## config.mk

```make
export PLATFORM = sky130hd
export DESIGN_NAME = log2_early_div8
export DESIGN_NICKNAME = d
export VERILOG_FILES = /design/src/rtl/log2_early_div8.sv
export SDC_FILE = /design/constraint.sdc
export NUM_CORES = 1
export LEC_CHECK = 0
export ABC_AREA = 1
export BUFFER_PORTS_ARGS = -buffer_cell sky130_fd_sc_hd__buf_2
export CORE_ASPECT_RATIO = 0.7
export CORE_MARGIN = 5
export CORE_UTILIZATION = 51
export CTS_BUF_LIST = sky130_fd_sc_hd__clkbuf_4
export DETAILED_ROUTE_END_ITERATION = 10
export MAX_ROUTING_LAYER = met4
export PLACE_DENSITY = 0.72
export SYNTH_ARGS = -nofsm -noshare
export SYNTH_HDL_FRONTEND = slang
export SYNTH_SLANG_ARGS = --single-unit
export TNS_END_PERCENT = 100
```

## constraint.sdc

```tcl
create_clock -name clk_i -period 2.9 [get_ports clk_i]
set_input_delay 0.29 -clock clk_i [delete_from_list [all_inputs] [get_ports clk_i]]
set_output_delay 0.29 -clock clk_i [all_outputs]
set_load 0.01 [all_outputs]
```

## src/rtl/log2_early_div8.sv

```systemverilog
// Iterative unsigned 8-bit restoring divider that starts at the dividend's
// floor-log2 bit position, so it skips the leading-zero iterations.
// Ports:
//   clk_i, rst_i (async, active high)
//   valid_i/ready_o                      operand handshake
//   dividend_i, divisor_i, msb_i         operands; msb_i[2:0] is the start bit
//   valid_o/ready_i                      result handshake
//   quotient_o, remainder_o, div_by_zero_o  result, held until the next load
module log2_early_div8 #(
   parameter int WIDTH = 8
) (
   input  logic             clk_i,
   input  logic             rst_i,
   input  logic             valid_i,
   output logic             ready_o,
   input  logic [WIDTH-1:0] dividend_i,
   input  logic [WIDTH-1:0] divisor_i,
   input  logic [7:0]       msb_i,
   output logic             valid_o,
   input  logic             ready_i,
   output logic [WIDTH-1:0] quotient_o,
   output logic [WIDTH-1:0] remainder_o,
   output logic             div_by_zero_o
);

   typedef enum logic [1:0] {
      IDLE = 2'd0,
      RUN  = 2'd1,
      DONE = 2'd2
   } state_t;

   state_t           state;
   logic [WIDTH-1:0] d;
   logic [WIDTH-1:0] dv;
   logic [2:0]       k;
   logic [WIDTH:0]   r;
   logic [WIDTH-1:0] q;

   logic [WIDTH:0]   p;
   logic             ge;
   logic [WIDTH:0]   r_nx;
   logic [WIDTH-1:0] q_nx;
   logic [WIDTH-1:0] mask;

   // r[8] is never read back: the remainder is always below the divisor,
   // so only the shifted-out position of P needs the ninth bit.
   logic unused;
   assign unused = ^{msb_i[7:3], r[WIDTH]};

   assign ready_o = (state == IDLE);

   always_comb begin
      p    = {r[WIDTH-1:0], d[k]};
      ge   = (p >= {1'b0, dv});
      r_nx = ge ? (p - {1'b0, dv}) : p;
      q_nx = q;
      q_nx[k] = ge;
      // Keep only dividend bits [msb:0] for the divide-by-zero remainder.
      mask = 8'hFF >> (3'd7 - msb_i[2:0]);
   end

   always_ff @(posedge clk_i or posedge rst_i) begin
      if (rst_i) begin
         state         <= IDLE;
         d             <= '0;
         dv            <= '0;
         k             <= '0;
         r             <= '0;
         q             <= '0;
         valid_o       <= 1'b0;
         quotient_o    <= '0;
         remainder_o   <= '0;
         div_by_zero_o <= 1'b0;
      end else begin
         unique case (state)
            IDLE: begin
               if (valid_i) begin
                  if (divisor_i == '0) begin
                     state         <= DONE;
                     quotient_o    <= 8'hFF;
                     remainder_o   <= dividend_i & mask;
                     div_by_zero_o <= 1'b1;
                     valid_o       <= 1'b1;
                  end else begin
                     state <= RUN;
                     d     <= dividend_i;
                     dv    <= divisor_i;
                     k     <= msb_i[2:0];
                     r     <= '0;
                     q     <= '0;
                  end
               end
            end
            RUN: begin
               r <= r_nx;
               q <= q_nx;
               if (k == 3'd0) begin
                  state         <= DONE;
                  quotient_o    <= q_nx;
                  remainder_o   <= r_nx[WIDTH-1:0];
                  div_by_zero_o <= 1'b0;
                  valid_o       <= 1'b1;
               end else begin
                  k <= k - 3'd1;
               end
            end
            DONE: begin
               if (ready_i) begin
                  state   <= IDLE;
                  valid_o <= 1'b0;
               end
            end
            default: state <= IDLE;
         endcase
      end
   end

endmodule
```

==> tab_implementation.tex <==
\begin{tabular}{lr}
\hline
Metric & Value \\
\hline
\multicolumn{2}{l}{\textbf{GRT}} \\
\quad Wire length of the first global-routing pass & 13610 um \\
\quad Number of global-route vias before repair & 2751 \\
\quad Overall routing resource usage & 21.22\% \\
\quad Pin count of the biggest net entering global routing & 35 \\
\quad Residual overflow from global routing & 0 \\
\quad Initial antenna violation count & 0 \\
\multicolumn{2}{l}{\textbf{Clocking}} \\
\quad CTS hold repair buffers & 0 \\
\quad H-tree levels & 2 \\
\quad CTS max path bufs & 2 \\
\quad Clock latency of the later-clocked register in the worst-skew pair & 0.38 ns \\
\quad Clock transition at path regs & 0.17 ns \\
\quad Clock Root Buffer & clkbuf\_4 \\
\quad Clock tree sinks & 55 \\
\quad TritonCTS clock tree & built \\
\quad Number of setup buffers added after CTS & 0 \\
\quad TritonCTS buffer count & 5 \\
\multicolumn{2}{l}{\textbf{Die}} \\
\quad Floorplan die width & 105.7 um \\
\quad Count of standard-cell rows & 24 \\
\quad Die outline height & 76.98 um \\
\quad Die outline area & 0.008135 mm\^{}2 \\
\quad I/O pin total & 47 \\
\quad Effective utilization at floorplan & 52.58\% \\
\quad Core region area & 0.006216 mm\^{}2 \\
\multicolumn{2}{l}{\textbf{Timing}} \\
\quad Final number of setup-violating endpoints & 0 \\
\quad Post-route clock skew & 0.02507 ns \\
\quad Final critical-path required period & 2.557 ns \\
\quad Tightest slew margin relative to the limit & 44.18\% \\
\quad Hold Fails Final Rpt & 3 \\
\quad Smallest hold slack & -0.0003431 ns \\
\quad Portion of the clock cycle consumed by the worst path in the final layout & 88.18\% \\
\quad RSZ-0062 raised after global routing & false \\
\quad Worst Tran Pin Value & 0.8350 ns \\
\quad Sum of negative setup slack & 0 ns \\
\quad Count of pins over their slew limit & 0 \\
\quad Achievable clock frequency & 391.0 MHz \\
\quad Worst setup slack after layout & 0.3427 ns \\
\multicolumn{2}{l}{\textbf{Synth}} \\
\quad Avg Inst Size Synth & 7.530 um\^{}2 \\
\quad Largest cells by area after synthesis & dfrtp\_1 (42\%), nand2\_1 (13\%), inv\_1 (9.0\%) \\
\quad Prevailing post-synth register cell & dfrtp\_1 \\
\quad Synth top area share & 42.11\% \\
\quad Post-synthesis register bit count & 55 \\
\quad Synth area leader & dfrtp\_1 \\
\quad Cell variety after synth & 38 \\
\quad Post-synth net total & 473 \\
\quad Commonest cells post-synth & nand2\_1 (115), inv\_1 (78), dfrtp\_1 (55) \\
\quad Leading cell type by number of instances after synthesis & nand2\_1 \\
\quad Fraction of registers with async set/reset & 100.0\% \\
\quad Total of warnings raised by yosys & 0 \\
\quad Fraction of the yosys area taken by sequential cells & 42.11\% \\
\quad Number of flops mapped to enable cells by yosys & 0 \\
\quad Post-synthesis cell area & 0.003268 mm\^{}2 \\
\quad Gate Count Post-Synth & 434 \\
\multicolumn{2}{l}{\textbf{Pwr}} \\
\quad Final Total Pwr & 4.789 mW \\
\quad Internal portion of total power & 2.389 mW \\
\quad Leakage power of the design & 1.974 nW \\
\quad Part of the total power dissipated in sequential elements & 27.7\% \\
\quad Peak VDD IR & 0.7659 mV \\
\quad Combinational share of power & 63.4\% \\
\quad Sw Share & 50.12\% \\
\quad Portion of total power attributed to the clock network & 8.9\% \\
\quad Switching power & 2.400 mW \\
\quad PwrDens & 1314 mW/mm\^{}2 \\
\multicolumn{2}{l}{\textbf{Drt}} \\
\quad WL final & 7870 um \\
\quad ANT nets after route & 0 \\
\quad Number of DRC markers after the initial detailed-route iteration & 129 \\
\quad DRC errors left & 0 \\
\quad Vias & 2863 \\
\quad Number of vias per cell & 5.122 \\
\quad Average routed wire per standard cell & 14.08 um \\
\quad Pre-antenna DRT Iters & 4 \\
\multicolumn{2}{l}{\textbf{Place}} \\
\quad Gpl congestion & 0.9568 \\
\quad PortBufs & 41 \\
\quad Setup WS pre-CTS & 0.2939 ns \\
\quad Post-DP HPWL & 5977 um \\
\multicolumn{2}{l}{\textbf{Setup path}} \\
\quad Startpoint type of the worst setup path & flip-flop \\
\quad CP required & 3.21 ns \\
\quad Crit path DAT & 2.86 ns \\
\quad Type of the worst setup path & reg2reg \\
\quad Crit Path Max Fanout & 12 \\
\quad CP endpoint kind & flip-flop \\
\multicolumn{2}{l}{\textbf{Finish}} \\
\quad Syn-to-layout area delta & 11.49\% \\
\quad Total number of nets in the final design & 519 \\
\quad Fin util & 58.62\% \\
\quad Ant diodes & 0 \\
\quad Layout cell share with drive strength beyond 1 & 17.05\% \\
\multicolumn{2}{l}{\textbf{Min path}} \\
\quad Worst min-delay path class & in2async \\
\multicolumn{2}{l}{\textbf{Outcome}} \\
\quad Violations in the final reports & negative hold slack \\
\quad Outcome & complete, but fails checks \\
\multicolumn{2}{l}{\textbf{Job}} \\
\quad Number of maximum-capacitance violations & 0 \\
\hline
\end{tabular}
==> area by class of cell <==
type,instances,area (um^2)
Tap cell,78,97.59
Inverter,82,307.8
Clock buffer,5,37.54
Multi-Input combinational cell,284,1498
Fill cell,596,2572
Sequential cell,55,1376
Clock inverter,3,38.79
Timing Repair Buffer,52,287.8
==> path summary, 6_finish.rpt <==
path | from | endpoint | slack, ns | depth (start not counted)
worst max register to register | k[0]$_DFFE_PP0P_ | remainder_o[0]$_DFFE_PP0P_ | 0.34 | 17
max in group asynchronous | rst_i | remainder_o[4]$_DFFE_PP0P_ | 2.24 | 3
worst min register to register | dv[6]$_DFFE_PP0P_ | dv[6]$_DFFE_PP0P_ | 0.51 | 2
worst min-delay path | rst_i | q[3]$_DFFE_PP0P_ | -0.0003 | 2
worst max-delay path | k[0]$_DFFE_PP0P_ | remainder_o[0]$_DFFE_PP0P_ | 0.34 | 17
min in group clk_i | ready_i | state[1]$_DFFE_PP0P_ | 0.14 | 4
==> flip-flops by register name (all words and copies together), names as in the netlist, 2 cells and up <==
register	cells
dv	8
d	8
k	3
state	2
quotient_o	8
remainder_o	8
q	8
r	8
==> per-stage QoR <==
stage | area (um^2) | cells
detailed placement | 3558 | 551
CTS | 3635 | 559
finish | 3643 | 559
global placement | 3558 | 551
global route | 3643 | 559
floorplan | 3268 | 434
==> cell usage in the layout (no fill, tap or decap), drive strengths merged <==
master / instances
a21oi: 28
a31oi: 1
and2: 1
buf: 52
bufinv: 1
clkbuf: 5
clkinv: 3
dfrtp: 55
fa: 1
ha: 10
inv: 81
mux2: 2
nand2: 121
nand3: 32
nand4: 5
nor2: 21
nor3: 8
o211ai: 2
o21ai: 39
o21bai: 1
o22ai: 6
or2: 2
xnor2: 1
xor2: 3
==> power by group through the flow <==
stage	clock network [mW]	registers (mW)	logic [mW]
4_1_cts	0.434	1.33	3.01
2_1_floorplan	0	1.33	2.27
5_1_grt	0.478	1.37	3.45
6_report	0.427	1.33	3.04
3_5_place_dp	0	1.34	2.99
3_3_place_gp	0	1.33	2.90
==> critical path, stage by stage (launching register included) <==
cell	delay, ns
dfrtp_1	0.41
inv_1	0.21
nand2_1	0.09
nand2_1	0.07
nand2_1	0.04
nand2_1	0.08
nand2_1	0.06
nand2_1	0.08
inv_1	0.05
ha_1	0.29
nand2_1	0.10
nor2_1	0.05
nand3_1	0.16
nand4_4	0.25
buf_4	0.22
nand2_1	0.05
nand3_1	0.10
a21oi_1	0.15
==> cells by family after synthesis <==
logic type / count (synthesis) / share of synthesized area, %
adders and majority gates: 11 / 4.441
xor gates and xnor gates: 4 / 1.072
muxes: 2 / 0.6891
AOI/OAI and AO/OA: 77 / 12.86
and+or+nand+nor: 190 / 26.49
buffers and inverters: 95 / 12.33
DFF: 55 / 42.11
==> timing repair <==
| action | CTS | global route |
|---|---|---|
| endpoints found under the setup margin | 0 | 24 |
| resized for setup | 0 | 2 |
| endpoints found under the hold margin | 0 | 0 |
==> metal layers <==
layer  track usage [%]  up-vias  routed length (um)
li1                  -     1456                   -
met1             32.89     1307                4016
met2             28.18       91                3174
met3             4.530        9                 584
met4             4.269        0                  94
met5                 -        -                   0
Note: power is estimated with default switching activity, not from simulation.
